<file path="config.mk">
export PLATFORM = sky130hd
export DESIGN_NAME = trunc_unit_scheduler
export DESIGN_NICKNAME = d
export VERILOG_FILES = /design/src/rtl/trunc_unit_scheduler.sv
export SDC_FILE = /design/constraint.sdc
export NUM_CORES = 1
export LEC_CHECK = 0
export ABC_AREA = 1
export CORE_UTILIZATION = 40
export DETAILED_ROUTE_END_ITERATION = 10
export GPL_TIMING_DRIVEN = 0
export PLACE_DENSITY = 0.8
export SYNTH_ARGS = -nofsm -noshare
export SYNTH_HDL_FRONTEND = slang
export SYNTH_SLANG_ARGS = --single-unit
</file>
<file path="constraint.sdc">
create_clock -name Clk -period 2 [get_ports Clk]
set_input_delay 0.2 -clock Clk [delete_from_list [all_inputs] [get_ports Clk]]
set_output_delay 0.2 -clock Clk [all_outputs]
set_load 0.005 [all_outputs]
</file>
<file path="src/rtl/trunc_unit_scheduler.sv">
// rtl/trunc_unit_scheduler.sv - round-robin scheduler sharing one truncation unit between two requesters
module trunc_unit_scheduler #(
    parameter int SETTLE = 2,
    parameter int CNT_W  = 16
) (
    input  logic             Clk,
    input  logic             Rst_n,
    input  logic             Req0,
    input  logic [31:0]      Req0In1,
    input  logic [31:0]      Req0In2,
    output logic             Gnt0,
    input  logic             Req1,
    input  logic [31:0]      Req1In1,
    input  logic [31:0]      Req1In2,
    output logic             Gnt1,
    output logic [31:0]      TruncIn1,
    output logic [31:0]      TruncIn2,
    output logic             TruncEnable,
    input  logic [31:0]      TruncOut,
    output logic             RspValid,
    output logic             RspId,
    output logic [31:0]      RspData,
    input  logic             RspReady,
    output logic             Busy,
    output logic [CNT_W-1:0] OpCount
);

    typedef enum logic [1:0] {
        IDLE = 2'd0,
        RUN  = 2'd1,
        RESP = 2'd2
    } state_t;

    state_t           state, state_nxt;
    logic [3:0]       cnt, cnt_nxt;
    logic             last_gnt, last_gnt_nxt;
    logic             winner;
    logic             gnt0_nxt, gnt1_nxt, en_nxt, valid_nxt, id_nxt;
    logic [31:0]      in1_nxt, in2_nxt, data_nxt;
    logic [CNT_W-1:0] count_nxt;

    // On a tie the requester that did not win last time goes next.
    assign winner = (Req0 && Req1) ? ~last_gnt : Req1;
    assign Busy   = (state != IDLE);

    always_ff @(posedge Clk or negedge Rst_n) begin
        if (!Rst_n) begin
            state       <= IDLE;
            cnt         <= '0;
            last_gnt    <= 1'b1;
            Gnt0        <= 1'b0;
            Gnt1        <= 1'b0;
            TruncIn1    <= '0;
            TruncIn2    <= '0;
            TruncEnable <= 1'b0;
            RspValid    <= 1'b0;
            RspId       <= 1'b0;
            RspData     <= '0;
            OpCount     <= '0;
        end else begin
            state       <= state_nxt;
            cnt         <= cnt_nxt;
            last_gnt    <= last_gnt_nxt;
            Gnt0        <= gnt0_nxt;
            Gnt1        <= gnt1_nxt;
            TruncIn1    <= in1_nxt;
            TruncIn2    <= in2_nxt;
            TruncEnable <= en_nxt;
            RspValid    <= valid_nxt;
            RspId       <= id_nxt;
            RspData     <= data_nxt;
            OpCount     <= count_nxt;
        end
    end

    always_comb begin
        state_nxt    = state;
        cnt_nxt      = cnt;
        last_gnt_nxt = last_gnt;
        gnt0_nxt     = 1'b0;
        gnt1_nxt     = 1'b0;
        in1_nxt      = TruncIn1;
        in2_nxt      = TruncIn2;
        en_nxt       = TruncEnable;
        valid_nxt    = RspValid;
        id_nxt       = RspId;
        data_nxt     = RspData;
        count_nxt    = OpCount;
        case (state)
            IDLE: begin
                en_nxt  = 1'b0;
                in1_nxt = '0;
                in2_nxt = '0;
                if (Req0 || Req1) begin
                    state_nxt    = RUN;
                    in1_nxt      = winner ? Req1In1 : Req0In1;
                    in2_nxt      = winner ? Req1In2 : Req0In2;
                    en_nxt       = 1'b1;
                    id_nxt       = winner;
                    last_gnt_nxt = winner;
                    cnt_nxt      = 4'(SETTLE);
                    gnt0_nxt     = ~winner;
                    gnt1_nxt     = winner;
                end
            end
            RUN: begin
                cnt_nxt = cnt - 4'd1;
                if (cnt == 4'd1) begin
                    data_nxt  = TruncOut;
                    valid_nxt = 1'b1;
                    en_nxt    = 1'b0;
                    in1_nxt   = '0;
                    in2_nxt   = '0;
                    count_nxt = OpCount + CNT_W'(1);
                    state_nxt = RESP;
                end
            end
            RESP: begin
                if (RspReady) begin
                    valid_nxt = 1'b0;
                    state_nxt = IDLE;
                end
            end
            default: begin
                state_nxt = IDLE;
                cnt_nxt   = '0;
                en_nxt    = 1'b0;
                in1_nxt   = '0;
                in2_nxt   = '0;
                valid_nxt = 1'b0;
            end
        endcase
    end

endmodule

</file>
==> impl_metrics.ini <==
[placed_design]
numPortBuffers = 282
gp_congestion = 0.905
place_inst = 1113
place_ws_ns = 0.0310
post-dp-hpwl_mm = 12.8
placed_cell_area_mm2 = 0.00864

[cells_and_area]
diodes = 0
fin_area_mm2 = 0.00931
syn2layout_area_growth_pct = 67.1
postLayoutCoreUtil_pct = 69.5
final_cells = 1146
nets = 1125
final_common_cell = clkdlybuf4s50_1
layout-drive-gt1-share_pct = 7.01
layout_common_cells = clkdlybuf4s50_1, nand2_1, dfrtp_1

[logic_synthesis]
synth_top_area_share_pct = 55.2
yosysSeqAreaShare_pct = 55.7
synthCells = 654
syn_nets = 822
yosysTopAreaCell = dfrtp_1
avgSynthCellArea_um2 = 8.52
ys_ff_latch = 124
synth_edf_count = 0
yosys.cell_types.count = 28
synthArstFlopShare_pct = 100
synth_area_mm2 = 0.00557
synth_area_leaders = dfrtp_1, nand2_1, o22ai_1
synthFlopType = dfrtp_1
synth_warnings = 0

[clock_network]
cts_tree = built
path_clk_slew_ns = 0.05
worstSkewPairLatency_ns = 0.40
cts_setup_buffers = 0
clkSinkCount = 124
clk_path_buf_depth = 2
numCtsBuffers = 17
htree_levels = 4
root_buffer = clkbuf_16

[worst_setup_path]
critical_path_required_ns = 1.80
crit_path_start_kind = register
reg2reg_depth = 6
crit_fanout = 5
worstSetupPathType = register to primary output
cp-end-kind = primary output
crit_arrival_ns = 1.56

[detailed_routing]
wl_mm = 17.5
dr.pass1.iters = 5
drtIter0Drc = 315
drc = 0
vias = 5496
post_drt_wl_per_cell_um = 15.3
ant_nets = 0
viasPerCell = 4.80

[sta]
maxSlewViolCount = 0
relSlewSlack_pct = 61.2
setup-tns-final_ns = 0
setup_viol = 0
holdWs_ns = 0.294
fin_ws_ns = 0.239
rsz0062_at_grt = false
final-hold-violation-count = 0
fmax_ghz = 0.568
period_needed_ns = 1.76
max_slew.worst_pin.slew_ns = 0.582
fin_crit_sh_pct = 88.0
skew_ns = 0.00415

[global_route]
grt_pass1_vias = 5426
grt-ovfl-total = 0
grt_pass1_wl_mm = 27.9
antenna_found_initial = 0
grt_max_degree = 78
grt_usage_pct = 24.9

[floorplanning]
io_pins = 283
row_count = 42
core_area_mm2 = 0.0134
start_util_pct = 41.6
die_x_um = 120
dieArea_mm2 = 0.0144
die_h_um = 120

[power_and_ir_drop]
p_switching_mw = 4.21
pwr-share-clk_pct = 25.9
vdd_ir_drop_max_mv = 0.748
leakagePower_nw = 4.14
power_frac_seq_pct = 31.5
comb_power_share_pct = 42.6
finalPower_mw = 13.1
p_int_mw = 8.86
swShare_pct = 32.2
powerDensity_mw_per_mm2 = 1400

[job]
maxCapViolCount = 0

[run_status]
outcome = finished, final reports clean

[min_path]
hp-class = primary input to async pin
==> area by class of cell <==
| type | instances | area (µm²) |
|---|---|---|
| repair buffers | 284 | 2860 |
| multi-input cells | 406 | 1930 |
| well taps | 176 | 220 |
| inverters | 88 | 330 |
| clock inverters | 12 | 191 |
| plain buffers | 36 | 205 |
| fillers | 1059 | 4090 |
| clock buffers | 20 | 467 |
| flip-flops and latches | 124 | 3100 |
==> critical path: stages, from the launching register on <==
cell	delay, ns
dfrtp_1	0.47
nor2_2	0.08
inv_2	0.07
clkdlybuf4s50_1	0.53
==> per-layer routing <==
metal  part of all wire, %  wire length [µm]  GRT usage, %  up-vias
li1                      -                 -             -     2711
met1                    42              7380          30.3     2539
met2                    49              8580          41.7      211
met3                   6.5              1140          6.27       35
met4                   2.4               427          11.2        0
met5                     0                 0             0        -
==> synth_stat cells (2+ instances only) <==
master,n
nor3_1,2
nand3b_1,2
buf_6,5
buf_2,8
dfrtp_1,123
inv_1,85
nand3_1,8
nand4_1,6
a21oi_2,2
buf_4,6
o21ai_0,56
nor2_2,6
xor2_1,5
o21ai_1,13
nand2_1,146
or2_2,2
inv_2,3
nor2_1,81
xnor2_1,4
o22ai_1,65
ha_1,3
clkbuf_1,17
==> path summary, 6_finish.rpt <==
kind                                      startpoint                  endpoint  slack, ns
worst max-delay path            state[1]$_DFFE_PN0P_                      Busy       0.24
max in group asynchronous                      Rst_n      last_gnt$_DFFE_PN1P_       0.95
min in group Clk                         TruncOut[1]    RspData[1]$_DFFE_PN0P_       0.33
worst min register to register  last_gnt$_DFFE_PN1P_      last_gnt$_DFFE_PN1P_       0.46
worst min-delay path                           Rst_n    OpCount[9]$_DFFE_PN0P_       0.29
worst max register to register  last_gnt$_DFFE_PN1P_  TruncIn1[27]$_DFFE_PN0P_       0.24
==> power groups by stage <==
stage	Sequential (mW)	Clock [mW]	Combinational [mW]
floorplan	4.18	0	2.47
global placement	4.11	0	5.48
detailed placement	4.13	0	5.58
CTS	4.12	3.45	5.62
global route	4.25	3.57	6.11
finish	4.12	3.39	5.56
==> repair_timing <==
action,in CTS,in global routing
gates resized for setup,0,0
endpoints found under the hold margin,47,0
endpoints found under the setup margin,0,0
hold buffers,1,0
==> state kept, by name (all words and copies together), names as in the netlist <==
signal and flops:
state 2, cnt 4, last_gnt 1, RspId 1, OpCount 16, TruncIn1 32
TruncEnable 1, TruncIn2 32, RspData 32, Gnt0 1, RspValid 1, Gnt1 1
==> cell families (layout without fill, tap and decap cells) <==
logic type	after synthesis	in the layout	synth area share [%]
compound gates	140	140	14.4
simple gates	254	254	18.2
xor+xnor	9	9	1.41
fa+ha+maj	3	3	0.674
flops	124	124	55.7
buf+inv	124	440	9.61
(Power assumes the default switching activity.)
